[config.mk]
export PLATFORM = sky130hd
export DESIGN_NAME = uctl_reset_seq
export DESIGN_NICKNAME = d
export VERILOG_FILES = /design/src/rtl/uctl_reset_seq.sv
export SDC_FILE = /design/constraint.sdc
export NUM_CORES = 1
export LEC_CHECK = 0
export ABC_AREA = 0
export BUFFER_PORTS_ARGS = -buffer_cell sky130_fd_sc_hd__buf_4
export CORE_MARGIN = 5
export CORE_UTILIZATION = 55
export DETAILED_ROUTE_END_ITERATION = 10
export GPL_ROUTABILITY_DRIVEN = 0
export PLACE_DENSITY_LB_ADDON = 0.15
export SKIP_LAST_GASP = 1
export SLEW_MARGIN = 20
export SYNTH_ARGS = -nofsm -noshare
export SYNTH_HDL_FRONTEND = slang
export SYNTH_SLANG_ARGS = --single-unit
[constraint.sdc]
create_clock -name clk -period 1.9 [get_ports clk]
set_clock_uncertainty 0.15 [all_clocks]
set_input_delay 0.095 -clock clk [delete_from_list [all_inputs] [get_ports clk]]
set_output_delay 0.095 -clock clk [all_outputs]
set_load 0.03 [all_outputs]
[src/rtl/uctl_reset_seq.sv]
// Reset sequencer: synchronises ext_rst_n, stretches it, then releases NUM_RST resets in order.
// Latency: first release SYNC_STAGES+STRETCH_CYC edges after reset lifts; GAP_CYC between releases.
// Backpressure: none; optional 4-phase soft reset handshake when UCTL_RST_SEQ_SOFT_EN is defined.
module uctl_reset_seq #(
    parameter int NUM_RST     = 4,
    parameter int SYNC_STAGES = 2,
    parameter int STRETCH_CYC = 16,
    parameter int GAP_CYC     = 4,
    parameter int CNT_W       = 8
) (
    input  logic               clk,
    input  logic               uctl_PoRst_n,
    input  logic               ext_rst_n,
`ifdef UCTL_RST_SEQ_SOFT_EN
    input  logic               soft_rst_req,
    output logic               soft_rst_ack,
`endif
    output logic [NUM_RST-1:0] rst_out_n,
    output logic               rst_busy,
    output logic               seq_done
);

    localparam int IDX_W = (NUM_RST > 1) ? $clog2(NUM_RST) : 1;
    localparam logic [IDX_W-1:0] LAST_IDX     = IDX_W'(NUM_RST - 1);
    localparam logic [CNT_W-1:0] STRETCH_LAST = CNT_W'(STRETCH_CYC - 1);
    localparam logic [CNT_W-1:0] GAP_LAST     = CNT_W'(GAP_CYC - 1);

    typedef enum logic [1:0] {ASSERT, SEQ, DONE} state_t;

    state_t                 state, state_nxt;
    logic [SYNC_STAGES-1:0] sync;
    logic                   ext_ok;
    logic [CNT_W-1:0]       cnt, cnt_nxt;
    logic [IDX_W-1:0]       idx, idx_nxt;
    logic [NUM_RST-1:0]     rst_nxt;
    logic                   done_nxt;
    logic                   soft_trig;

    assign ext_ok   = sync[SYNC_STAGES-1];
    assign rst_busy = ~&rst_out_n;

`ifdef UCTL_RST_SEQ_SOFT_EN
    logic soft_act, soft_act_nxt;

    assign soft_trig    = soft_rst_req && !soft_act;
    assign soft_rst_ack = soft_act && (state == DONE);

    always_comb begin
        soft_act_nxt = soft_act;
        if (soft_trig)
            soft_act_nxt = 1'b1;
        else if (soft_rst_ack && !soft_rst_req)
            soft_act_nxt = 1'b0;
    end

    always_ff @(posedge clk) begin
        if (!uctl_PoRst_n)
            soft_act <= 1'b0;
        else
            soft_act <= soft_act_nxt;
    end
`else
    assign soft_trig = 1'b0;
`endif

    always_comb begin
        state_nxt = state;
        cnt_nxt   = cnt;
        idx_nxt   = idx;
        rst_nxt   = rst_out_n;
        done_nxt  = 1'b0;
        case (state)
            ASSERT: begin
                rst_nxt = '0;
                idx_nxt = '0;
                if (cnt == STRETCH_LAST) begin
                    cnt_nxt = '0;
                    // single output or zero gap: everything lets go on the stretch exit edge
                    if (NUM_RST == 1 || GAP_CYC == 0) begin
                        rst_nxt   = '1;
                        idx_nxt   = LAST_IDX;
                        state_nxt = DONE;
                        done_nxt  = 1'b1;
                    end else begin
                        rst_nxt[0] = 1'b1;
                        state_nxt  = SEQ;
                    end
                end else begin
                    cnt_nxt = cnt + 1'b1;
                end
            end
            SEQ: begin
                if (cnt == GAP_LAST) begin
                    cnt_nxt          = '0;
                    idx_nxt          = idx + 1'b1;
                    rst_nxt[idx_nxt] = 1'b1;
                    if (idx_nxt == LAST_IDX) begin
                        state_nxt = DONE;
                        done_nxt  = 1'b1;
                    end
                end else begin
                    cnt_nxt = cnt + 1'b1;
                end
            end
            default: ;
        endcase
        // losing ext_ok (or a new soft request) beats any release or done pulse
        if (!ext_ok || soft_trig) begin
            state_nxt = ASSERT;
            cnt_nxt   = '0;
            idx_nxt   = '0;
            rst_nxt   = '0;
            done_nxt  = 1'b0;
        end
    end

    always_ff @(posedge clk) begin
        if (!uctl_PoRst_n) begin
            sync      <= '0;
            state     <= ASSERT;
            cnt       <= '0;
            idx       <= '0;
            rst_out_n <= '0;
            seq_done  <= 1'b0;
        end else begin
            sync      <= {sync[SYNC_STAGES-2:0], ext_rst_n};
            state     <= state_nxt;
            cnt       <= cnt_nxt;
            idx       <= idx_nxt;
            rst_out_n <= rst_nxt;
            seq_done  <= done_nxt;
        end
    end

endmodule
==> results.md <==
- Final Net Count: 109
- Worst Setup Start Kind: flip-flop
- Antenna Violating Nets Remaining: 0
- R2R Path End: state[0]$_SDFFE_PN0P_
- Remaining DRCs: 0
- FF-to-FF Start: cnt[4]$_SDFFE_PN0P_
- CP Capture Point: state[0]$_SDFFE_PN0P_
- Synthesized instance count: 87
- Yosys cell types: 30
- Hold Startpoint: sync[0]$_SDFF_PN0_
- Share of the synthesized area in the top cell type: about 43%
- Worst r2r path cells: 3
- Critical path type: flip-flop to flip-flop
- Die Area: roughly 0.0025 sq mm
- Final wirelength: 1570 microns
- Die Wd: roughly 50 microns
- Slew Limit Fails: 0
- Area leader, netlist: dfxtp_1
- YS warnings: 0
- Fmax: between 0.5 and 0.6 GHz
- Routed len/inst: approximately 14 microns
- CTS buffer count: 3
- CP max stage cell: or4_4
- Final Util: between 60% and 70%
- Worst slew pin tran: 0.326 ns
- Final count of hold timing violations: 0
- Crit path from: cnt[4]$_SDFFE_PN0P_
- N_diodes: 0
- I/O Buffers: 8
- Power per standard cell area: ~620 mW/mm^2
- Final setup TNS: 0 ns
- Netlist Area Pre-Place: ~900 sq um
- Arrival time worst endpoint: 1.84 ns
- CP Cell Sequence: or4_4 > or4_1 > o21ai_1
- Total GRT Usage: between 10% and 20%
- Vias/cell: 5.82
- Pleak: between 0.0003 and 0.0004 uW
- R2R Setup Slk: roughly 0.16 ns
- First-pass GRT wire length: 2860 microns
- Seq/Total Area, Yosys: a little over two fifths
- Filler instances: 132
- DRT Pass-1 Iters: 4
- CP required: ~2.0 ns
- Core Footprint: between 0.0015 and 0.002 sq mm
- Worst Path Buf+Inv: 0
- Postcts setup bufs: 0
- MaxCap Viol Count: 0
- Initial Utilization: between 50% and 60%
- Clock Tree Buf Depth: 2
- Overflow after GRT: 0
- Seq cells post-synth: 19
- # setup viols final: 0
- Final min period: roughly 1.7 ns
- Chip Height: approximately 50 microns
- Most frequent cells in the layout: dfxtp_1 (19), buf_4 (10), nand2_1 (9)
- Clock-pin slew on the worst setup and hold paths: ~0.11 ns
- Mapped Nets: between 90 and 100
- Dominant cells by area after synthesis: dfxtp_1 (43%), ha_1 (7.1%), xor2_1 (4.0%)
- Peak supply drop: between 0.4 and 0.5 mV
- Hpwl dp: 1150 microns
- Clk sinks: 19
- Syn avg cell area: ~10 sq um
- # IOs: 9
- Post-CTS Resized: 0
- Worst path depth: 3
- Crit-path max cell delay: 0.59 ns
- CP Capture Type: flip-flop
- Initial antenna violation count: 0
- Clock latency on the worst-skew pair: approximately 0.30 ns
- Via count: between 600 and 700
- Critical path peak fanout: 6
- Worst path top cell family by delay: simple AND/OR/NAND/NOR gates
- Worst hold-check path type: flip-flop to flip-flop
- Final period util: about nine tenths
- CTS tree: built
- Root Buffer: clkbuf_4
- Layout cell share with drive strength beyond 1: 20.0%
- RSZ-0062 raised after global routing: no
- Vias in the first global route: ~700
- Area Overhead vs Synth: 15.1%
- Largest net degree at the start of global routing: 13
- Htree depth: 1
- Most common cell after layout, fill and taps aside: dfxtp_1
- Num rows: 14
- Worst relative slew slack: about four fifths
- 1st-iter DRT viols: 8
- Status: finished, final reports clean
## cell type report
cell class                 instances  area (sq um)  share of cell area (%)
clock buffer                       3          22.5                    2.23
clock inverter                     1          7.51                   0.743
inverter                           2          7.51                   0.743
multi-input combinational         62           467                    46.2
sequential                        19           380                    37.7
tap                               16          20.0                    1.98
timing repair buffer              13           105                    10.4
## stage by stage
stage                     hold slack [ns]  area [sq um]  setup WS (ns)  power, uW  cells
after floorplan                    0.0667           877          0.188        417     87
after global placement              0.152           950          0.205        422    109
after detailed placement            0.161           950          0.185        422    109
after CTS                           0.300          1010          0.160        637    116
after global routing                0.309          1010         0.0562        664    116
final                               0.301          1010          0.161        629    116
## flip-flops by register name, summed over array words and instances, names as in the netlist
name	cells
cnt	8
rst_out_n	4
state	2
seq_done	1
sync	2
idx	2
## cells by family after synthesis
logic type | synth area share [%]
mux | 3.42
fa+ha+maj | 7.13
buf+inv | 3.42
xor+xnor | 3.99
flops | 43.4
compound gates | 13.7
simple gates | 25.0
## routing by layer
metal	GRT usage, %	wire length, microns	vias up
li1	-	-	344
met5	0	0	-
met4	2.62	0	0
met3	6.63	59	0
met2	26.5	842	6
met1	15.1	671	325
## where the power goes
group | internal (uW) | leakage, uW | switching (uW)
logic | 9.65 | 0.000190 | 6.17
clock network | 80.3 | 0.0000139 | 131
registers | 401 | 0.000153 | 1.37
total | 491 | 0.000358 | 139
## cell usage after synthesis
cell / instances
or3_1: 4
o21ai_1: 1
nand2b_1: 2
clkbuf_1: 3
nand2_1: 9
o31a_1: 1
o22ai_1: 1
or4_1: 1
a32o_1: 2
nand4_1: 2
or3b_2: 1
o21a_1: 2
ha_1: 5
nor3_4: 1
nand4b_1: 2
o211a_1: 1
nand3b_1: 1
xor2_1: 4
dfxtp_1: 19
a211oi_1: 3
inv_1: 2
nor3_1: 5
nor3_2: 1
nor4_2: 1
mux2i_1: 3
and2_1: 3
buf_6: 1
o21ai_0: 4
or4_4: 1
a211oi_2: 1
## worst min-delay path by stage
stage,end,slack (ns),cells past startpoint
6_report,sync[1]$_SDFF_PN0_,0.30,1
5_1_grt,sync[1]$_SDFF_PN0_,0.31,1
4_1_cts,sync[1]$_SDFF_PN0_,0.30,1
3_5_place_dp,sync[0]$_SDFF_PN0_,0.16,2
3_3_place_gp,sync[0]$_SDFF_PN0_,0.15,2
2_1_floorplan,sync[0]$_SDFF_PN0_,0.07,1
## timing repair
| item | CTS | global route |
|---|---|---|
| endpoints found under the hold margin | 2 | 0 |
| endpoints found under the setup margin | 0 | 0 |
| hold buffers | 3 | 0 |
(Power assumes the default switching activity.)
